--- src/rtl/stall_arbiter.sv ---
// stall_arbiter: round-robin arbiter giving two pipelines one shared multi-cycle resource,
// with per-pipeline stall, flush-driven cancel and a sticky watchdog on the resource.
module stall_arbiter #(
  parameter int DATA_W  = 32,
  parameter int TIMEOUT = 16
) (
  input  logic              clk,
  input  logic              reset,
  input  logic [1:0]        req,
  input  logic [DATA_W-1:0] req_data_1,
  input  logic [DATA_W-1:0] req_data_2,
  input  logic              flush_1,
  input  logic              flush_2,
  output logic              res_start,
  output logic [DATA_W-1:0] res_operand,
  input  logic              res_done,
  input  logic [DATA_W-1:0] res_result,
  output logic [1:0]        resp_valid,
  output logic [DATA_W-1:0] resp_data,
  output logic              stall_1,
  output logic              stall_2,
  output logic              timeout_err
);
  localparam int CW = $clog2(TIMEOUT + 1);
  typedef enum logic [1:0] {S_IDLE, S_ISSUE, S_WAIT, S_RESP} state_t;
  state_t state, state_nxt;
  logic owner, prio, cancel, grant, owner_flush, timed_out;
  logic [1:0] eff_req;
  logic [CW-1:0] cnt;
  assign eff_req     = req & ~{flush_2, flush_1};
  assign grant       = (&eff_req) ? prio : eff_req[1];
  assign owner_flush = owner ? flush_2 : flush_1;
  assign timed_out   = cnt == CW'(TIMEOUT - 1);
  assign stall_1     = req[0] & ~flush_1 & ~resp_valid[0];
  assign stall_2     = req[1] & ~flush_2 & ~resp_valid[1];
  always_ff @(posedge clk or negedge reset)
    if (!reset) state <= S_IDLE;
    else state <= state_nxt;
  always_comb begin
    state_nxt  = state;
    res_start  = 1'b0;
    resp_valid = 2'b00;
    case (state)
      S_IDLE:  state_nxt = |eff_req ? S_ISSUE : S_IDLE;
      S_ISSUE: begin
        res_start = 1'b1;
        state_nxt = S_WAIT;
      end
      S_WAIT:  state_nxt = res_done ? S_RESP : (timed_out ? S_IDLE : S_WAIT);
      S_RESP:  begin
        resp_valid = cancel ? 2'b00 : (owner ? 2'b10 : 2'b01);
        state_nxt  = S_IDLE;
      end
      default: state_nxt = S_IDLE;
    endcase
  end
  // cancel is cleared on every path back to idle so a stale flush never leaks into the next grant
  always_ff @(posedge clk or negedge reset)
    if (!reset) begin
      owner       <= 1'b0;
      prio        <= 1'b0;
      cancel      <= 1'b0;
      cnt         <= '0;
      res_operand <= '0;
      resp_data   <= '0;
      timeout_err <= 1'b0;
    end else begin
      case (state)
        S_IDLE: if (|eff_req) begin
          owner       <= grant;
          prio        <= ~grant;
          res_operand <= grant ? req_data_2 : req_data_1;
        end
        S_ISSUE: begin
          cnt <= '0;
          if (owner_flush) cancel <= 1'b1;
        end
        S_WAIT: begin
          if (owner_flush) cancel <= 1'b1;
          if (res_done) resp_data <= res_result;
          else if (timed_out) begin
            timeout_err <= 1'b1;
            cancel      <= 1'b0;
          end else cnt <= cnt + 1'b1;
        end
        S_RESP: cancel <= 1'b0;
        default: ;
      endcase
    end
endmodule

--- config.mk ---
export PLATFORM = sky130hd
export DESIGN_NAME = stall_arbiter
export DESIGN_NICKNAME = d
export VERILOG_FILES = /design/src/rtl/stall_arbiter.sv
export SDC_FILE = /design/constraint.sdc
export NUM_CORES = 1
export LEC_CHECK = 0
export CORE_ASPECT_RATIO = 1.4
export CORE_UTILIZATION = 35
export CTS_BUF_LIST = sky130_fd_sc_hd__clkbuf_4 sky130_fd_sc_hd__clkbuf_8
export DETAILED_ROUTE_END_ITERATION = 12
export HOLD_SLACK_MARGIN = 0.02
export PLACE_DENSITY_LB_ADDON = 0.08
export SLEW_MARGIN = 20
export SYNTH_ARGS = -nofsm -noshare
export SYNTH_HDL_FRONTEND = slang
export SYNTH_SLANG_ARGS = --single-unit
--- constraint.sdc ---
create_clock -name clk -period 1.7 [get_ports clk]
set_input_delay 0.17 -clock clk [delete_from_list [all_inputs] [get_ports clk]]
set_output_delay 0.17 -clock clk [all_outputs]
set_load 0.02 [all_outputs]
==> impl_results.md <==
* Status: completed
* Clock transition at path regs at 0.08 ns
* Root buffer cell: clkbuf_8
* Fin cells at 546
* Std-Cell Rows at 41
* Maximum VDD drop at 962 uV
* Vias per inst at 5.08
* #FFs+latches synth at 75
* Total number of vias at 2773
* Most frequent cell after synthesis: dfrtp_1
* First-pass GRT wire length at 14300 um
* Count of final hold-check violations at 0
* Largest area contributor in the synthesized netlist: dfrtp_1
* Max transition margin at 0.694
* F_max at 589 MHz
* CP arrival at 1.98 ns
* N_diodes at 0
* Grt total ovfl at 0
* Gr usage total at 0.187
* Yosys warning total at 0
* CTS Buffer Depth at 2
* Cell Area, Placed at 5280 um2
* Setup violators final at 0
* RSZ-0062 raised after global routing: yes
* Hpwl dp at 6420 um
* Setup Crit Path Kind: reg2reg
* Yosys cell types at 40
* Fin area at 5580 um2
* Number of synthesized flops with an enable pin at 0
* Final Wtd Congestion at 0.739
* Slew @ Worst Pin at 0.460 ns
* Worst setup EP type: flop
* Post-Synthesis Net Count at 344
* Total leakage power at 2.52 nW
* Worst Hold Class: in2async
* Routed length per instance at 15.8 um
* Top FF cell, synth: dfrtp_1
* First-pass DRT Iterations at 4
* Post-DRT Antenna Nets at 0
* Die X-Extent at 83.6 um
* H-tree depth at 3
* CTS tree: built
* Top-Level Pins at 173
* Synthesized area at 3260 um2
* Sequential share of the synthesized area at 0.576
* Largest net degree at the start of global routing at 42
* Nets at 539
* Tmin final at 1.70 ns
* CP required at 1.98 ns
* Port bufs at 172
* Maxcap violations at 0
* Synth Instances at 239
* Area delta synth->final at 71.0%
* Initial antenna violation count at 0
* Clk sink count at 75
* DP Cell Count at 524
* End-of-flow core utilization at 0.618
* Fraction of synthesis flops using an asynchronous set or reset pin at 1.00
* Share of cells above drive strength 1 at 0.159
* DR DRC count at 0
* Clock skew at 0.00943 ns
* CTS Buf Count at 9
* Worst hold slack at 0.328 ns
* Max FO, Critical Path at 4
* Routed WL at 8620 um
* Core area at 9030 um2
* Power per cell area at 1700 nW/um2
* Synth top area share at 0.576
* Drt initial violations at 128
* Clock Latency Late Sink at 0.35 ns
* Final slew viol count at 0
* Avg Inst Size Synth at 13.6 um2
* Largest cells by area after synthesis: dfrtp_1 (58%), a221o_1 (9.8%), mux2_1 (6.6%)
* Starting density of the core at 0.361
* Fillers at 752
* Die area at 9710 um2
* Vias in the first global route at 2930
* Commonest cells in the netlist: dfrtp_1 (75), and3_1 (34), a221o_1 (32), mux2_1 (19)
* Startpoint types: flop
* Chip Height at 116 um
* Fin crit share at 0.999
power by group:
part	internal (mW)	total, mW	switching, mW
combinational	2.66	4.84	2.17
sequential	2.62	3.10	0.475
clock	0.836	1.53	0.690
total	6.12	9.46	3.34
state kept, by name, summed over array words and instances, names as in the netlist:
| register | flops |
|---|---|
| timeout_err | 1 |
| cnt | 5 |
| res_operand | 32 |
| resp_data | 32 |
| prio | 1 |
| owner | 1 |
| cancel | 1 |
| state | 2 |
worst paths after layout:
kind | slack [ns] | cells after the start | from | to
hold / removal | 0.33 | 2 | reset | resp_data[5]$_DFFE_PN0P_
setup / recovery | 0.001 | 6 | cnt[1]$_DFFE_PN0P_ | cnt[4]$_DFFE_PN0P_
setup reg to reg | 0.001 | 6 | cnt[1]$_DFFE_PN0P_ | cnt[4]$_DFFE_PN0P_
max in group asynchronous | 0.78 | 3 | reset | resp_data[11]$_DFFE_PN0P_
hold reg to reg | 0.48 | 1 | timeout_err$_DFFE_PN0P_ | timeout_err$_DFFE_PN0P_
min in group clk | 0.41 | 2 | res_result[22] | resp_data[22]$_DFFE_PN0P_
cell usage in the layout (no fill, tap or decap), drive strengths merged, types with 3 or more instances in the layout:
cell type,instances
a21o,3
a221o,32
a22o,5
and3,34
buf,29
clkbuf,9
clkdlybuf4s50,166
clkinvlp,3
dfrtp,75
dlygate4sd2,3
inv,7
mux2,32
nand2,3
nor2b,5
stage by stage:
step	TNS (ns)	power [mW]	setup WS [ns]
after floorplan	-0.00256	5.58	-0.00256
after global placement	-0.208	7.88	-0.101
after detailed placement	-1.12	7.97	-0.0969
after CTS	-0.00750	9.55	-0.00750
after global routing	-0.422	10.0	-0.0584
final	0	9.46	0.00147
final cells by class:
type	count	area [um2]	share of cell area
clock buffer	9	124	0.0222
clock inverter	7	100	0.0179
inverter	5	18.8	0.00337
multi-input combinational	142	1310	0.235
sequential	75	1880	0.337
tap	107	134	0.0240
timing repair buffer	201	2010	0.361
layer usage:
metal / global-route usage / up-vias / routed length [um]
met3: 0.0516 / 13 / 650
li1: - / 1310 / -
met2: 0.314 / 129 / 4290
met4: 0.0881 / 0 / 182
met5: 0 / - / 0
met1: 0.223 / 1321 / 3500
logic make-up (layout without fill, tap and decap cells):
logic type,Yosys count,count (layout),share of synthesized area
AOI/OAI and AO/OA,51,51,0.146
adders and majority gates,2,2,0.00767
buffers and inverters,22,222,0.0361
DFF,75,75,0.576
muxes,32,32,0.122
and+or+nand+nor,57,57,0.113
timing repair:
item | CTS | global route
hold buffers | 1 | 0
pin swaps | 2 | 0
setup endpoints to repair | 9 | 8
gates resized for setup | 9 | 5
endpoints found under the hold margin | 34 | 0
buffers inserted | 2 | 3
critical path, stage by stage (launching register included):
cell	delay [ns]
dfrtp_1	0.39
ha_2	0.19
and3_4	0.18
ha_4	0.17
or4_1	0.49
o21ai_1	0.09
a22o_1	0.14
Note: power is estimated with default switching activity, not from simulation.
